<file path="src/rtl/hazard_ctrl_pkg.sv">
// Shared definitions for the ID-stage hazard controller.
// State encoding and the hard-wired zero register number.
package hazard_pkg;

   typedef enum logic {
      RUN   = 1'b0,
      HOLD1 = 1'b1
   } state_e;

   localparam int REG_ZERO = 0;

endpackage

</file>
<file path="src/rtl/hazard_ctrl_if.sv">
// Hazard controller bus: ID/EX/MEM status in, pipeline
// enables and performance counters out.
interface hazard_ctrl_if #(
   parameter int CNT_W = 32,
   parameter int REG_W = 5
);
   logic             ext_stall;
   logic [REG_W-1:0] id_rs;
   logic [REG_W-1:0] id_rt;
   logic             id_use_rs;
   logic             id_use_rt;
   logic             id_branch;
   logic             id_branch_taken;
   logic             id_jump;
   logic             id_jr;
   logic             ex_mem_read;
   logic             ex_reg_write;
   logic [REG_W-1:0] ex_wreg;
   logic             mem_mem_read;
   logic [REG_W-1:0] mem_wreg;
   logic             pc_write;
   logic             ifid_write;
   logic             if_flush;
   logic             idex_bubble;
   logic [CNT_W-1:0] stall_cycles;
   logic [CNT_W-1:0] flush_count;

   modport master (
      output ext_stall, id_rs, id_rt, id_use_rs, id_use_rt,
      output id_branch, id_branch_taken, id_jump, id_jr,
      output ex_mem_read, ex_reg_write, ex_wreg,
      output mem_mem_read, mem_wreg,
      input  pc_write, ifid_write, if_flush, idex_bubble,
      input  stall_cycles, flush_count
   );

   modport slave (
      input  ext_stall, id_rs, id_rt, id_use_rs, id_use_rt,
      input  id_branch, id_branch_taken, id_jump, id_jr,
      input  ex_mem_read, ex_reg_write, ex_wreg,
      input  mem_mem_read, mem_wreg,
      output pc_write, ifid_write, if_flush, idex_bubble,
      output stall_cycles, flush_count
   );
endinterface

</file>
<file path="src/rtl/hazard_ctrl_cmp.sv">
// Register dependency comparator: hit when a read operand
// matches a nonzero destination register.
module hazard_cmp
   import hazard_pkg::*;
#(
   parameter int W = 5
) (
   input  logic [W-1:0] r_i,
   input  logic [W-1:0] w_i,
   input  logic         en_i,
   output logic         hit_o
);

   assign hit_o = en_i & (w_i != W'(REG_ZERO)) & (r_i == w_i);

endmodule

</file>
<file path="src/rtl/hazard_ctrl.sv">
// ID-stage stall/flush controller with a two-cycle hold for
// branch-on-load and saturating stall/flush counters.
module hazard_ctrl
   import hazard_pkg::*;
#(
   parameter int CNT_W = 32,
   parameter int REG_W = 5
) (
   input  logic         clk,
   input  logic         rst,
   hazard_ctrl_if.slave bus
);

   localparam logic [CNT_W-1:0] CNT_MAX = '1;

   state_e           state_q, state_d;
   logic [CNT_W-1:0] stall_cnt_q, stall_cnt_d;
   logic [CNT_W-1:0] flush_cnt_q, flush_cnt_d;

   logic rs_ctl, ctl;
   logic ld_rs, ld_rt;
   logic ex_rs, ex_rt;
   logic mem_rs, mem_rt;
   logic load_use, ctl_ex, ctl_mem;
   logic stall, redirect;
   logic pc_we, ifid_we, flush, bubble;

   // jr reads rs even if the decoder leaves use_rs low
   assign ctl    = bus.id_branch | bus.id_jr;
   assign rs_ctl = bus.id_use_rs | bus.id_jr;

   hazard_cmp #(.W(REG_W)) u_ld_rs (
      .r_i(bus.id_rs), .w_i(bus.ex_wreg),
      .en_i(bus.id_use_rs), .hit_o(ld_rs)
   );
   hazard_cmp #(.W(REG_W)) u_ld_rt (
      .r_i(bus.id_rt), .w_i(bus.ex_wreg),
      .en_i(bus.id_use_rt), .hit_o(ld_rt)
   );
   hazard_cmp #(.W(REG_W)) u_ex_rs (
      .r_i(bus.id_rs), .w_i(bus.ex_wreg),
      .en_i(rs_ctl), .hit_o(ex_rs)
   );
   hazard_cmp #(.W(REG_W)) u_ex_rt (
      .r_i(bus.id_rt), .w_i(bus.ex_wreg),
      .en_i(bus.id_use_rt), .hit_o(ex_rt)
   );
   hazard_cmp #(.W(REG_W)) u_mem_rs (
      .r_i(bus.id_rs), .w_i(bus.mem_wreg),
      .en_i(rs_ctl), .hit_o(mem_rs)
   );
   hazard_cmp #(.W(REG_W)) u_mem_rt (
      .r_i(bus.id_rt), .w_i(bus.mem_wreg),
      .en_i(bus.id_use_rt), .hit_o(mem_rt)
   );

   assign load_use = bus.ex_mem_read & (ld_rs | ld_rt);
   assign ctl_ex   = ctl & bus.ex_reg_write & (ex_rs | ex_rt);
   assign ctl_mem  = ctl & bus.mem_mem_read & (mem_rs | mem_rt);

   assign stall = bus.ext_stall | load_use | ctl_ex
                | ctl_mem | (state_q == HOLD1);
   assign redirect = bus.id_jump | bus.id_jr
                   | (bus.id_branch & bus.id_branch_taken);

   // Pipeline enables; ext_stall freezes ID/EX instead of bubbling
   always_comb begin
      pc_we   = 1'b1;
      ifid_we = 1'b1;
      flush   = 1'b0;
      bubble  = 1'b0;
      if (rst) begin
         pc_we   = 1'b0;
         ifid_we = 1'b0;
         bubble  = 1'b1;
      end else if (stall) begin
         pc_we   = 1'b0;
         ifid_we = 1'b0;
         bubble  = ~bus.ext_stall;
      end else if (redirect) begin
         ifid_we = 1'b0;
         flush   = 1'b1;
      end
   end

   // Next state and saturating counter increments
   always_comb begin
      state_d     = state_q;
      stall_cnt_d = stall_cnt_q;
      flush_cnt_d = flush_cnt_q;
      unique case (state_q)
         RUN:   if (ctl_ex & bus.ex_mem_read) state_d = HOLD1;
         HOLD1: if (!bus.ext_stall) state_d = RUN;
         default: state_d = RUN;
      endcase
      if (!pc_we && stall_cnt_q != CNT_MAX)
         stall_cnt_d = stall_cnt_q + 1'b1;
      if (flush && flush_cnt_q != CNT_MAX)
         flush_cnt_d = flush_cnt_q + 1'b1;
   end

   // State and counter registers, synchronous reset
   always_ff @(posedge clk) begin
      if (rst) begin
         state_q     <= RUN;
         stall_cnt_q <= '0;
         flush_cnt_q <= '0;
      end else begin
         state_q     <= state_d;
         stall_cnt_q <= stall_cnt_d;
         flush_cnt_q <= flush_cnt_d;
      end
   end

   assign bus.pc_write     = pc_we;
   assign bus.ifid_write   = ifid_we;
   assign bus.if_flush     = flush;
   assign bus.idex_bubble  = bubble;
   assign bus.stall_cycles = stall_cnt_q;
   assign bus.flush_count  = flush_cnt_q;

endmodule
</file>
<file path="src/flat_wrapper.sv">
// flat-port wrapper written by rule: the top's interface ports become plain ports
module hazard_ctrl_flat import hazard_pkg::*;
#(
   parameter int CNT_W = 32,
   parameter int REG_W = 5
)
  (clk, rst, bus_ext_stall, bus_id_rs, bus_id_rt, bus_id_use_rs, bus_id_use_rt, bus_id_branch, bus_id_branch_taken, bus_id_jump, bus_id_jr, bus_ex_mem_read, bus_ex_reg_write, bus_ex_wreg, bus_mem_mem_read, bus_mem_wreg, bus_pc_write, bus_ifid_write, bus_if_flush, bus_idex_bubble, bus_stall_cycles, bus_flush_count);
  hazard_ctrl_if #(.CNT_W(CNT_W), .REG_W(REG_W)) bus_i ();
  input  logic clk;
  input  logic rst;
  input wire logic [$bits(bus_i.ext_stall)-1:0] bus_ext_stall;
  input wire logic [$bits(bus_i.id_rs)-1:0] bus_id_rs;
  input wire logic [$bits(bus_i.id_rt)-1:0] bus_id_rt;
  input wire logic [$bits(bus_i.id_use_rs)-1:0] bus_id_use_rs;
  input wire logic [$bits(bus_i.id_use_rt)-1:0] bus_id_use_rt;
  input wire logic [$bits(bus_i.id_branch)-1:0] bus_id_branch;
  input wire logic [$bits(bus_i.id_branch_taken)-1:0] bus_id_branch_taken;
  input wire logic [$bits(bus_i.id_jump)-1:0] bus_id_jump;
  input wire logic [$bits(bus_i.id_jr)-1:0] bus_id_jr;
  input wire logic [$bits(bus_i.ex_mem_read)-1:0] bus_ex_mem_read;
  input wire logic [$bits(bus_i.ex_reg_write)-1:0] bus_ex_reg_write;
  input wire logic [$bits(bus_i.ex_wreg)-1:0] bus_ex_wreg;
  input wire logic [$bits(bus_i.mem_mem_read)-1:0] bus_mem_mem_read;
  input wire logic [$bits(bus_i.mem_wreg)-1:0] bus_mem_wreg;
  output wire logic [$bits(bus_i.pc_write)-1:0] bus_pc_write;
  output wire logic [$bits(bus_i.ifid_write)-1:0] bus_ifid_write;
  output wire logic [$bits(bus_i.if_flush)-1:0] bus_if_flush;
  output wire logic [$bits(bus_i.idex_bubble)-1:0] bus_idex_bubble;
  output wire logic [$bits(bus_i.stall_cycles)-1:0] bus_stall_cycles;
  output wire logic [$bits(bus_i.flush_count)-1:0] bus_flush_count;
  assign bus_i.ext_stall = bus_ext_stall;
  assign bus_i.id_rs = bus_id_rs;
  assign bus_i.id_rt = bus_id_rt;
  assign bus_i.id_use_rs = bus_id_use_rs;
  assign bus_i.id_use_rt = bus_id_use_rt;
  assign bus_i.id_branch = bus_id_branch;
  assign bus_i.id_branch_taken = bus_id_branch_taken;
  assign bus_i.id_jump = bus_id_jump;
  assign bus_i.id_jr = bus_id_jr;
  assign bus_i.ex_mem_read = bus_ex_mem_read;
  assign bus_i.ex_reg_write = bus_ex_reg_write;
  assign bus_i.ex_wreg = bus_ex_wreg;
  assign bus_i.mem_mem_read = bus_mem_mem_read;
  assign bus_i.mem_wreg = bus_mem_wreg;
  assign bus_pc_write = bus_i.pc_write;
  assign bus_ifid_write = bus_i.ifid_write;
  assign bus_if_flush = bus_i.if_flush;
  assign bus_idex_bubble = bus_i.idex_bubble;
  assign bus_stall_cycles = bus_i.stall_cycles;
  assign bus_flush_count = bus_i.flush_count;
  hazard_ctrl #(.CNT_W(CNT_W), .REG_W(REG_W)) u_core (.clk(clk), .rst(rst), .bus(bus_i));
endmodule
</file>
<file path="config.mk">
export PLATFORM = sky130hd
export DESIGN_NAME = hazard_ctrl_flat
export DESIGN_NICKNAME = d
export VERILOG_FILES = /design/src/rtl/hazard_ctrl_pkg.sv /design/src/rtl/hazard_ctrl_if.sv /design/src/rtl/hazard_ctrl_cmp.sv /design/src/rtl/hazard_ctrl.sv /design/src/flat_wrapper.sv
export SDC_FILE = /design/constraint.sdc
export NUM_CORES = 1
export LEC_CHECK = 0
export ABC_CLOCK_PERIOD_IN_PS = 2800
export CAP_MARGIN = 10
export CORE_MARGIN = 3
export CORE_UTILIZATION = 49
export DETAILED_ROUTE_END_ITERATION = 6
export MAX_ROUTING_LAYER = met4
export PLACE_DENSITY_LB_ADDON = 0.05
export RECOVER_POWER = 100
export SLEW_MARGIN = 10
export SYNTH_ARGS = -nofsm -noshare
export SYNTH_HDL_FRONTEND = slang
export SYNTH_SLANG_ARGS = --single-unit
</file>
<file path="constraint.sdc">
create_clock -name clk -period 2.8 [get_ports clk]
set_input_delay 0.56 -clock clk [delete_from_list [all_inputs] [get_ports clk]]
set_output_delay 0.56 -clock clk [all_outputs]
set_load 0.02 [all_outputs]
</file>
==> results of run 1 <==
sequential cells by signal (all words and copies together) (netlist names):
register                 count
u_core.state_q               1
u_core.bus.stall_cycles     32
u_core.bus.flush_count      32
through the flow:
| step | hold slack, ns | utilization, % |
|---|---|---|
| detailed placement | 0.4832 | 69.34 |
| global route | 0.5371 | 71.29 |
| CTS | 0.5096 | 72.49 |
| global placement | 0.4806 | 69.34 |
| floorplan | 0.4575 | - |
| finish | 0.5115 | 71.29 |
synth_stat cells, types with 2 or more instances:
master    instances  area (sq um)
nand4_1          27         168.9
nor2b_1           2         12.51
and4_1            5         43.79
clkbuf_1         11         41.29
nand2_1          28         105.1
buf_4             2         15.01
nor3_1           17         85.08
mux2_2            2         22.52
xnor2_1          41         359.1
or3_1             2         12.51
o21ai_0           5         25.02
xor2_1           33         289.0
and2_1            4         25.02
nor2_1           79         296.5
inv_1             9         33.78
nor3_2            2         20.02
and3_1           12         75.07
ha_1              2         25.02
nor4b_1           4         35.03
mux2i_1           3         30.03
dfxtp_1          65          1301
nand3_1          38         190.2
nor4_1            4         25.02
a21oi_1           8         40.04
nor4_4            4         85.08
buf_2             4         20.02
how the worst min path moves through the flow:
| stage | from | end | cells after the start |
|---|---|---|---|
| 2_1_floorplan | u_core.state_q$_SDFF_PP0_ | u_core.state_q$_SDFF_PP0_ | 2 |
| 3_3_place_gp | u_core.state_q$_SDFF_PP0_ | u_core.state_q$_SDFF_PP0_ | 2 |
| 3_5_place_dp | u_core.state_q$_SDFF_PP0_ | u_core.state_q$_SDFF_PP0_ | 2 |
| 4_1_cts | u_core.bus.flush_count[29]$_SDFFE_PP0P_ | u_core.bus.flush_count[29]$_SDFFE_PP0P_ | 2 |
| 5_1_grt | u_core.bus.flush_count[3]$_SDFFE_PP0P_ | u_core.bus.flush_count[3]$_SDFFE_PP0P_ | 1 |
| 6_report | u_core.state_q$_SDFF_PP0_ | u_core.state_q$_SDFF_PP0_ | 2 |
cell type report:
type / instances / area (sq um) / area share, %
Multi-Input combinational cell: 344 / 2175 / 43.69
Sequential cell: 65 / 1301 / 26.14
Timing Repair Buffer: 124 / 1149 / 23.08
Clock buffer: 11 / 131.4 / 2.640
Tap cell: 96 / 120.1 / 2.413
Clock inverter: 5 / 56.30 / 1.131
Inverter: 10 / 45.04 / 0.9050
cell usage in the layout, fill, tap and decap left out, drive strengths merged, types with 3 or more instances in the layout:
cell           synthesis  routed
nor4b                  5       5
nand2                 29      29
mux2i                  3       3
and4                   5       5
dlygate4sd3            0      64
clkinv                 0       3
clkdlybuf4s50          0       7
clkdlybuf4s15          0       3
and2                   5       5
nor4                   9       9
xor2                  33      33
nand4                 27      27
nor3                  19      19
nand3                 39      39
dlygate4sd2            0      15
buf                    7      28
nor2                  80      80
clkbuf                11      18
and3                  12      12
dfxtp                 65      65
o21ai                  6       6
xnor2                 41      41
a21oi                  9       9
inv                   10      10
layer usage:
metal,wire length [microns],share of wire [%]
met1,4699,47
met2,4499,45
met3,600,6.1
met4,106,1.1
met5,0,0
power by group:
part,internal (mW),switching [mW]
logic,0.103,0.122
registers,0.931,0.0110
clock network,0.410,0.364
critical path: cells and delay by family:
kind	cells	cell delay, ns
xor+xnor	1	0.16
compound gates	3	0.73
simple gates	1	0.12
buf+inv	4	0.62
what timing repair did:
action,in CTS,in global routing
resized for setup,66,9
endpoints found under the setup margin,31,12
hold buffers,0,0
pin swaps,16,6
setup buffers,1,0
cell families after synthesis:
logic type                 Yosys count  share of synthesized area (%)
DFF                                 65                          35.80
adders and majority gates            2                         0.6884
xor gates and xnor gates            74                          17.83
buffers and inverters               28                          3.890
muxes                                5                          1.446
AOI/OAI and AO/OA                   21                          4.097
and+or+nand+nor                    242                          36.25
==> metrics.md, run 1 <==
| Metric | Value |
|---|---|
| Number of nets with antenna violations after routing | `0` |
| Tot Pwr | `1.941 mW` |
| Worst Hold Class | `reg -> reg` |
| Prevailing post-synth register cell | `dfxtp_1` |
| Final Instance Area | `4977 sq um` |
| CTS Root Cell | `clkbuf_8` |
| Fillers | `598` |
| Top-Level Pins | `100` |
| # diodes | `0` |
| RSZ-0062 raised after global routing | `no` |
| Setup TNS | `0 ns` |
| TritonCTS clock tree | `done` |
| Worst Reg-to-Reg Cells | `10` |
| Vias in the first global route | `3390` |
| All-Layer GR Usage | `24.51%` |
| Yosys reg bits | `65` |
| CP cell instances | `dlygate4sd2_1 > xnor2_1 > nand4_1 > o22ai_2 > a2111oi_4 > o211ai_4 > inv_8 > buf_12 > clkbuf_2` |
| FF-to-FF setup slack | `0.55 ns` |
| FP Rows | `30` |
| MaxCap Viol Count | `0` |
| CP Launch Type | `primary input` |
| Vias/cell | `5.371` |
| DR pass1 iterations | `5` |
| Status | `finished, final reports clean` |
| Global-route wire length before repair | `16.47 mm` |
| GRT Max-Usage Layer | `met2` |
| Share of layout cells above drive strength 1 | `12.52%` |
| Leakage power | `1.938 nW` |
| Crit path DAT | `2.21 ns` |
| CP startpoint | `bus_mem_wreg[1]` |
| CP Class | `in -> out` |
| Synthesized cell area | `3635 sq um` |
| Estimated wirelength of the detail-placed design | `7.187 mm` |
| Fin crit share | `98.81%` |
| Port bufs | `99` |
| WL/cell | `15.12 microns` |
| Starting Density | `52.06%` |
| Met2 GRT Util | `37.53%` |
| Syn avg cell area | `8.317 sq um` |
| Cell Area, Placed | `4841 sq um` |
| Pre-CTS setup slack | `-0.7173 ns` |
| Min Tclk post-route | `2.767 ns` |
| Critical path fanouts, max | `4` |
| Clk Latency, worst-skew pair | `0.34 ns` |
| Pwr Density | `390.0 nW/um^2` |
| H-tree Lvls | `3` |
| P&R area growth vs syn | `36.94%` |
| Critical Path End | `bus_pc_write` |
| TritonCTS Sinks | `65` |
| VDD IR-drop max | `289.2 uV` |
| Core region area | `6982 sq um` |
| Die Wd | `92.13 microns` |
| TritonCTS Buffers | `9` |
| Post-synth net total | `471` |
| Post-Route WL | `9.906 mm` |
| DRC viols | `0` |
| Total gr overflow | `0` |
| Fin cells | `655` |
| Nets | `588` |
| Max stage delay cell, worst path | `a2111oi_4` |
| Met1 GRT Util | `33.22%` |
| Max Clock Skew | `0.01055 ns` |
| Post-synth EDFFs | `0` |
| Clk pin slew, worst setup/hold paths | `0.07 ns` |
| Global placer's final weighted congestion | `0.8744` |
| Crit path capture type | `output port` |
| DP Cell Count | `638` |
| Max Root-Sink Buffers | `2` |
| Final WS setup | `0.03333 ns` |
| Setup violations, final | `0` |
| Critical Path RT | `2.24 ns` |
| R2r startpoint | `u_core.bus.flush_count[0]$_SDFFE_PP0P_` |
| Slowest Stage Delay on Critical Path | `0.45 ns` |
| Synth cell types | `50` |
| Total via count in the routed design | `3518` |
| Pins Over Slew Limit | `0` |
| Post-Syn Instances | `437` |
| Die footprint | `8487 sq um` |
| Slew HR | `55.29%` |
| Asr flop ratio synth | `0%` |
| Initial antenna violation count | `0` |
| Largest net degree at the start of global routing | `66` |
| Reg2Reg Capture Point | `u_core.bus.flush_count[24]$_SDFFE_PP0P_` |
| Hold Violations, Final | `0` |
| Syn. warnings | `0` |
| Sequential cell area fraction in the yosys report | `35.80%` |
| Max Freq | `361.4 MHz` |
| DIE HEIGHT | `92.13 microns` |
| Met3 GRT Util | `4.922%` |
| Tightest Pin Transition | `0.6706 ns` |
| Initial DRC Count | `201` |
No activity file was read; power rests on OpenSTA's default activity.
==> inputs of run 2 (changes only) <==
Settings changed: CORE_MARGIN 3 to default.
==> run 2 against run 1 <==
  * Final cell count increased by 0.31%
  * Critical path depth unchanged
  * Maximum frequency up 1.6%
  * Register-to-register slack lost 0.05 ns
  * Largest power group is now the clock network
  * Highest routed layer unchanged
  * Critical endpoint is now bus_if_flush
  * Non-clock buffer count is 1 lower
  * Clock-buffer cell count down 1
==> metrics.md, run 2 (synthesized netlist as in run 1, its figures left out) <==
| Metric | Value |
|---|---|
| Status | `finished, final reports clean` |
| TritonCTS Buffers | `9` |
| Fin crit share | `97.29%` |
| Final Instance Area | `5079 sq um` |
| Vias/cell | `5.411` |
| Setup TNS | `0 ns` |
| Share of layout cells above drive strength 1 | `13.08%` |
| Die footprint | `7766 sq um` |
| Initial antenna violation count | `0` |
| CP startpoint | `bus_ex_wreg[3]` |
| All-Layer GR Usage | `25.78%` |
| Gate power share | `10.4%` |
| Largest net degree at the start of global routing | `66` |
| Max Clock Skew | `0.006178 ns` |
| Slew HR | `55.88%` |
| Switch share | `23.53%` |
| DIE HEIGHT | `88.13 microns` |
| Sequential share of power | `43.6%` |
| CTS Root Cell | `clkbuf_8` |
| TritonCTS Sinks | `65` |
| DRC viols | `0` |
| Total gr overflow | `0` |
| Slowest Stage Delay on Critical Path | `0.50 ns` |
| Vias in the first global route | `3278` |
| Clk pin slew, worst setup/hold paths | `0.07 ns` |
| Estimated wirelength of the detail-placed design | `6.696 mm` |
| Max stage delay cell, worst path | `or4_4` |
| Crit path DAT | `2.16 ns` |
| Fin cells | `657` |
| Register area | `1301 sq um` |
| FP Rows | `31` |
| Clk Latency, worst-skew pair | `0.35 ns` |
| Met2 GRT Util | `39.61%` |
| Total via count in the routed design | `3555` |
| Cell Area, Placed | `4850 sq um` |
| R2r startpoint | `u_core.bus.stall_cycles[3]$_SDFFE_PP0P_` |
| Critical Path RT | `2.24 ns` |
| Min Tclk post-route | `2.724 ns` |
| Most frequent cells in the layout | `79 x nor2_1, 65 x dfxtp_1, 64 x dlygate4sd3_1` |
| Met3 GRT Util | `4.901%` |
| Global-route wire length before repair | `15.07 mm` |
| Worst Hold Class | `reg -> reg` |
| Core region area | `7214 sq um` |
| Critical path fanouts, max | `4` |
| Die Wd | `88.13 microns` |
| DP Cell Count | `640` |
| Starting Density | `50.38%` |
| Hold Violations, Final | `0` |
| Pins Over Slew Limit | `0` |
| Crit path capture type | `output port` |
| Multi-input gate area in the final layout | `2201 sq um` |
| # diodes | `0` |
| Number of nets with antenna violations after routing | `0` |
| Leakage power | `1.969 nW` |
| Bufs and invs on worst path | `3` |
| RSZ-0062 raised after global routing | `no` |
| Met1 GRT Util | `32.89%` |
| Tot Pwr | `2.160 mW` |
| DR pass1 iterations | `5` |
| P&R area growth vs syn | `39.72%` |
| Initial DRC Count | `223` |
| MaxCap Viol Count | `0` |
| Tightest Pin Transition | `0.6618 ns` |
| VDD IR-drop max | `303.5 uV` |
| Hold Startpoint | `u_core.state_q$_SDFF_PP0_` |
| Fillers | `588` |
| Max Root-Sink Buffers | `2` |
| Port bufs | `99` |
| Setup violations, final | `0` |
| Top delay family on crit path | `simple AND/OR/NAND/NOR gates` |
| WL/cell | `14.29 microns` |
| H-tree Lvls | `3` |
| Top-Level Pins | `100` |
| CP cell instances | `clkdlybuf4s15_2 > or4_4 > nor2_4 > nor3_2 > a21oi_2 > o211ai_4 > inv_8 > and2_4 > buf_6` |
| Nets | `587` |
| Pwr Density | `425.3 nW/um^2` |
| Post-Route WL | `9.390 mm` |
| TritonCTS clock tree | `done` |
| CP Launch Type | `primary input` |
| Switch Pwr | `508.2 uW` |
| Commonest non-fill, non-tap cell in the layout | `nor2_1` |
| Max Freq | `367.1 MHz` |
| GRT Max-Usage Layer | `met2` |
| Global placer's final weighted congestion | `0.8537` |
| CP Class | `in -> out` |
| Clock network fraction of total power | `46.0%` |
| Cell Int Power | `1.652 mW` |
run 2: cell count changes in the layout (fill, tap and decap cells not counted), moves of 2 or more:
cell             previous run  this run
clkbuf_2                    5         2
nor4b_1                     4         1
buf_6                       6         3
dlygate4sd2_1              15        17
clkinv_2                    2         0
bufinv_16                   1         3
nor4b_2                     0         4
clkdlybuf4s15_2             0         2
run 2: cell type report:
cell class	count	share of cell area (%)
clock buffer	10	2.710
inverter	10	0.8869
timing repair buffer	123	22.76
sequential	65	25.62
clock inverter	6	2.242
multi-input combinational	344	43.34
tap	99	2.439
run 2: metal layers:
layer  vias up  wire [microns]
met2       136            4134
met1      1652            4324
met5         -               0
met4         0             221
li1       1747               -
met3        20             710
run 2: power by group through the flow:
stage	registers, mW	clock network (mW)	logic [mW]
finish	0.941	0.995	0.225
CTS	0.941	1.01	0.230
detailed placement	0.962	0	0.230
floorplan	0.968	0	0.109
global placement	0.962	0	0.228
global route	0.942	1.06	0.241
run 2: per-stage QoR:
| stage | setup WS [ns] | util [%] | hold WS [ns] |
|---|---|---|---|
| 3_5_place_dp | -0.6971 | 67.22 | 0.4796 |
| 3_3_place_gp | -0.6469 | 67.22 | 0.4783 |
| 2_1_floorplan | 0.0006215 | - | 0.4575 |
| 5_1_grt | 0.006745 | 70.40 | 0.5467 |
| 4_1_cts | 0.001120 | 71.00 | 0.5103 |
| 6_report | 0.07601 | 70.40 | 0.5067 |
run 2: final timing paths:
path                                                   end  slack [ns]  cells past startpoint
setup / recovery                              bus_if_flush        0.08                      9
hold / removal                   u_core.state_q$_SDFF_PP0_        0.51                      2
setup reg to reg  u_core.bus.stall_cycles[25]$_SDFFE_PP0P_        0.50                      8
hold reg to reg                  u_core.state_q$_SDFF_PP0_        0.51                      2
run 2: what timing repair did:
item	CTS	global route
setup buffers	1	0
gates resized for setup	61	9
setup endpoints to repair	23	13
pin swaps	13	5
hold buffers	0	0
run 2: tightest hold or removal path, stage by stage (launching register included):
cell	delay [ns]
dfxtp_1	0.34
nand2_1	0.07
a21oi_1	0.05
==> variant 1 (settings of run 1) <==
`REG_W` is set to 5 in 3 places; all go to 10.
--- a/src/rtl/hazard_ctrl_if.sv
+++ b/src/rtl/hazard_ctrl_if.sv
@@ -4,3 +4,3 @@
    parameter int CNT_W = 32,
-   parameter int REG_W = 5
+   parameter int REG_W = 10
 );
--- a/src/rtl/hazard_ctrl.sv
+++ b/src/rtl/hazard_ctrl.sv
@@ -6,3 +6,3 @@
    parameter int CNT_W = 32,
-   parameter int REG_W = 5
+   parameter int REG_W = 10
 ) (
--- a/src/flat_wrapper.sv
+++ b/src/flat_wrapper.sv
@@ -4,3 +4,3 @@
    parameter int CNT_W = 32,
-   parameter int REG_W = 5
+   parameter int REG_W = 10
 )
Ports: changed (resized bus_ex_wreg, bus_id_rs, bus_id_rt and bus_mem_wreg); port bits go from 100 to 120. No check against the original RTL was run, so the function may have changed too.
==> variant 1 against run 1 <==
  * Setup slack better by 0.060 ns
  * Global-route usage is 1.9 points higher
  * Register-to-register slack worse by 0.34 ns
  * Maximum frequency is 2.2% higher
  * Combinational power is 36% higher
  * Non-clock buffer count is 33 higher
  * Critical path type unchanged
  * Cell area is 13% higher
  * Sequential cell count stayed put
  * Area after synthesis is 5.6% higher
  * Total power is 11% higher
  * Routed wire length is 18% higher
==> variant 1: results (changes against run 1) <==
| Metric | Value |
|---|---|
| Status | `complete, no violations (unchanged)` |
| YS warnings | `0 (unchanged)` |
| Initial DRC count | `121 (was 201)` |
| Slew @ Worst Pin | `0.649 ns (was 0.671 ns)` |
| Longest Clk Path Bufs | `2 (unchanged)` |
| Hold WC Path Type | `reg -> reg (unchanged)` |
| Dpl ws | `-0.652 ns (was -0.717 ns)` |
| Total GRT Usage | `26.4% (was 24.5%)` |
| Met2 Wirelength | `5730 um (was 4500 um)` |
| Clk_lat worst skew | `0.34 ns (about the same)` |
| First-pass GRT wire length | `18300 um (was 16500 um)` |
| CTS root buf | `clkbuf_8 (unchanged)` |
| Largest net degree at the start of global routing | `61 (was 66)` |
| CP max FO | `5 (was 4)` |
| Sequential area share after synthesis | `33.9% (was 35.8%)` |
| Layout cells sized above 1 | `15.3% (was 12.5%)` |
| Combinational share of power | `14.2% (was 11.6%)` |
| Reg clk slew, reported paths | `0.07 ns (about the same)` |
| Syn nets | `521 (was 471)` |
| Number of port buffers | `119 (was 99)` |
| DP Wirelength | `8270 um (was 7190 um)` |
| Routed via count | `4039 (was 3518)` |
| Vias in the first global route | `3786 (was 3390)` |
| Total CTS buffers | `9 (unchanged)` |
| Nets | `667 (was 588)` |
| Placer Congestion | `0.913 (was 0.874)` |
| Netlist cell types | `49 (was 50)` |
| Met1 wire length | `5140 um (was 4700 um)` |
| Max Used Layer | `met4 (unchanged)` |
| Int Power | `1.62 mW (was 1.44 mW)` |
| Drt first pass iters | `5 (unchanged)` |
| CP arrival | `2.15 ns (was 2.21 ns)` |
| Leak | `2.26 nW (was 1.94 nW)` |
| Top cells by area, synth | `dfxtp_1 34%, xnor2_1 14%, nor2_1 5.5%, nand4_1 4.6%, xor2_1 4.6% (was dfxtp_1 36%, xnor2_1 9.9%, nor2_1 8.2%, xor2_1 8.0%, nand3_1 5.2%)` |
| Worst Clk Skew | `0.0153 ns (was 0.0106 ns)` |
| Fraction of registers with async set/reset | `0% (unchanged)` |
| WL/cell | `16.3 um (was 15.1 um)` |
| Area after DPL | `5300 um2 (was 4840 um2)` |
| VDD IR-drop max | `0.412 mV (was 0.289 mV)` |
| Initial antenna violation count | `1 (was 0)` |
| Power Sequential | `0.937 mW (was 0.942 mW)` |
| H-tree level count | `3 (unchanged)` |
| Dominant synthesized flop cell | `dfxtp_1 (unchanged)` |
| Met3 wire length | `667 um (was 600 um)` |
| Top cells by instance count after synthesis | `65 x dfxtp_1, 60 x xnor2_1, 56 x nor2_1, 31 x nand2_1, 31 x nand3_1 (was 79 x nor2_1, 65 x dfxtp_1, 41 x xnor2_1, 38 x nand3_1, 33 x xor2_1)` |
-- variant 1: cell count changes in the layout (fill, tap and decap cells not counted), moves of 7 or more --
cell             before  now
nor2_1               78   54
xnor2_1              41   58
buf_4                19   35
clkdlybuf4s50_1       7   22
xor2_1               33   19
dlygate4sd2_1        15    2
a21oi_1               7   18
dlymetal6s2s_1        0   10
nand3_1              38   30
or4_1                 0    8
o31ai_1               1    8
-- variant 1: layout make-up --
cell class	instances	area, um2
Antenna cell	1	2.50
Clock buffer	11	151
Clock inverter	3	65.1
Fill cell	573	1760
Inverter	4	15.0
Multi-Input combinational cell	376	2520
Sequential cell	65	1300
Tap cell	99	124
Timing Repair Buffer	157	1460
-- variant 1: worst paths after layout --
kind	cells past startpoint	endpoint	slack, ns	from
setup / recovery	9	bus_idex_bubble	0.09	bus_id_rt[6]
hold / removal	2	u_core.state_q	0.49	u_core.state_q
setup reg to reg	8	u_core.bus.stall_cycles[15]	0.21	u_core.bus.stall_cycles[3]
hold reg to reg	2	u_core.state_q	0.49	u_core.state_q
-- variant 1: kinds of logic after synthesis --
logic type / count (synthesis) / synth area share (%)
muxes: 5 / 1.47
AOI/OAI and AO/OA: 51 / 8.34
xor gates and xnor gates: 80 / 18.3
DFF: 65 / 33.9
buffers and inverters: 26 / 3.39
and+or+nand+nor: 238 / 34.0
adders and majority gates: 2 / 0.652
-- variant 1: what timing repair did --
action | CTS | global route
pin swaps | 6 | 20
buffers inserted | 0 | 3
endpoints found under the hold margin | 0 | 0
resized for setup | 50 | 52
endpoints found under the setup margin | 40 | 36
gates cloned | 0 | 1
-- variant 1: routing by layer --
layer,GRT usage [%],up-vias
met5,-,-
met4,6.01,0
met3,5.58,14
met2,42.6,122
met1,34.0,1935
li1,-,1968
-- variant 1: critical path, stage by stage --
cell and delay (ns):
clkdlybuf4s50_1 0.51, xnor2_1 0.13, nand4_1 0.12, nor3_2 0.26, a22oi_2 0.10, nand3_4 0.16, inv_2 0.05, a21oi_2 0.12
buf_6 0.13
-- variant 1: per-stage QoR --
| stage | setup TNS, ns | std cells | utilization (%) | hold WS [ns] | power (mW) |
|---|---|---|---|---|---|
| floorplan | 0 | 467 | - | 0.446 | 1.09 |
| global placement | -18.29 | 698 | 71.6 | 0.471 | 1.25 |
| detailed placement | -20.58 | 698 | 71.6 | 0.481 | 1.25 |
| CTS | 0 | 712 | 74.9 | 0.491 | 2.14 |
| global route | -0.0258 | 716 | 76.2 | 0.516 | 2.22 |
| finish | 0 | 716 | 76.2 | 0.495 | 2.15 |
==> variant 2 (settings of run 1) <==
Without the edit above. Make the reset (`rst`) asynchronous in one clocked block. Comments in the files are not updated.
--- a/src/rtl/hazard_ctrl.sv
+++ b/src/rtl/hazard_ctrl.sv
@@ -102,3 +102,3 @@
    // State and counter registers, synchronous reset
-   always_ff @(posedge clk) begin
+   always_ff @(posedge clk or posedge rst) begin
       if (rst) begin
Formal check against the unedited RTL: differs if rst is asserted again (counterexample within 4 cycles, from zero or initial values and one cycle with rst high); with rst held inactive, the same outputs for 10 cycles.
==> variant 2 against run 1 <==
  * The run now ends with max-capacitance violations, max-slew violations left
  * Area after synthesis decreased by 0.76%
  * Setup slack improved by 0.034 ns
  * Non-clock buffer count increased by 7
  * Sequential cell count unchanged
  * Critical endpoint is now bus_ifid_write
  * Die area is 0.70% lower
  * Cell area rose by 4.2%
  * Routed wire length down 8.6%
Power is not compared: it rests on default switching activity, and its combinational part moved more than twofold at a synthesized area within 25%.
==> variant 2: results (changes against run 1) <==
| Metric | Value |
|---|---|
| Worst Clk Skew | `0.0103 ns (was 0.0106 ns)` |
| Area after DPL | `4840 um2 (about the same)` |
| Slew margin rel. | `-5.36% (was 55.3%)` |
| Netlist cell types | `43 (was 50)` |
| Post-CTS Setup Inserts | `7 (was 1)` |
| Mux contribution to synthesized area | `0.624% (was 1.45%)` |
| Placer Congestion | `0.837 (was 0.874)` |
| Synth Area in Compound Gates | `2.81% (was 4.10%)` |
| Design area | `5190 um2 (was 4980 um2)` |
| Max-cap check violation count | `1 (was 0)` |
| Adder-cell share of the synthesized area | `0.694% (was 0.688%)` |
| R2R setup slack | `0.44 ns (was 0.55 ns)` |
| Worst hold path depth | `1 (was 2)` |
| Sequential area share after synthesis | `45.1% (was 35.8%)` |
| Post-synth top area cell | `dfrtp_1 (was dfxtp_1)` |
| Syn nets | `380 (was 471)` |
| Vias in the first global route | `3122 (was 3390)` |
| Hold WS | `0.476 ns (was 0.511 ns)` |
| Violations in the final reports | `max-capacitance violations, max-slew violations` |
| Drt first pass iters | `4 (was 5)` |
| Total GRT Usage | `23.3% (was 24.5%)` |
| First-pass GRT wire length | `15500 um (was 16500 um)` |
| Synth Instances | `346 (was 437)` |
| DP Wirelength | `6350 um (was 7190 um)` |
| Fin. max-slew vios | `66 (was 0)` |
| Status | `finished with violations (was complete, no violations)` |
| Top cells by instance count after synthesis | `65 x dfrtp_1, 65 x xnor2_1, 29 x nand4_1, 25 x and3_1, 24 x nand3_1 (was 79 x nor2_1, 65 x dfxtp_1, 41 x xnor2_1, 38 x nand3_1, 33 x xor2_1)` |
| Xor/xnor cell area share of the yosys netlist | `19.7% (was 17.8%)` |
variant 2: changes by cell type in the layout (fill, tap and decap cells not counted), sizes merged, moves of 5 or more:
cell,change
xnor2,+24
nand3,-7
nand2,-7
dfrtp,+65
nor3,-8
nor2,-67
inv,-8
dfxtp,-65
xor2,-17
and3,+13
a21oi,-5
buf,+6
variant 2: final timing paths:
kind | startpoint | endpoint
min reg2reg | u_core.bus.stall_cycles[6] | u_core.bus.stall_cycles[6]
max | bus_ex_wreg[0] | bus_ifid_write
max in group asynchronous | rst | u_core.bus.stall_cycles[4]
max reg2reg | u_core.bus.stall_cycles[0] | u_core.bus.stall_cycles[14]
min | u_core.bus.stall_cycles[6] | u_core.bus.stall_cycles[6]
min in group asynchronous | rst | u_core.bus.flush_count[30]
variant 2: cell type report:
type                            instances  share of cell area, %
Timing Repair Buffer                  131                   23.4
Tap cell                               96                   2.32
Inverter                                3                  0.338
Clock buffer                           11                   2.73
Sequential cell                        65                   31.4
Clock inverter                          5                   1.98
Multi-Input combinational cell        266                   37.9
variant 2: metal layers:
layer  global-route usage (%)  routed length [um]  up-vias
met5                        -                   0        -
met4                     6.93                  80        0
met3                     4.51                 462        8
met2                     35.5                4310       91
met1                     31.7                4200     1497
li1                         -                   -     1510
variant 2: stage by stage:
step | setup TNS [ns] | worst slack (ns)
after detailed placement | -13.28 | -0.729
after global routing | -0.00691 | -0.00325
final | 0 | 0.0677
after CTS | 0 | 0.00322
after global placement | -11.27 | -0.689
after floorplan | 0 | 0.00629
variant 2: worst max-delay path, cell delays in order:
cell             delay [ns]
clkdlybuf4s15_1        0.19
or4_4                  0.51
nor2_4                 0.17
nor3_2                 0.07
a21oi_2                0.21
o211ai_4               0.13
inv_4                  0.10
and2_4                 0.14
buf_6                  0.11
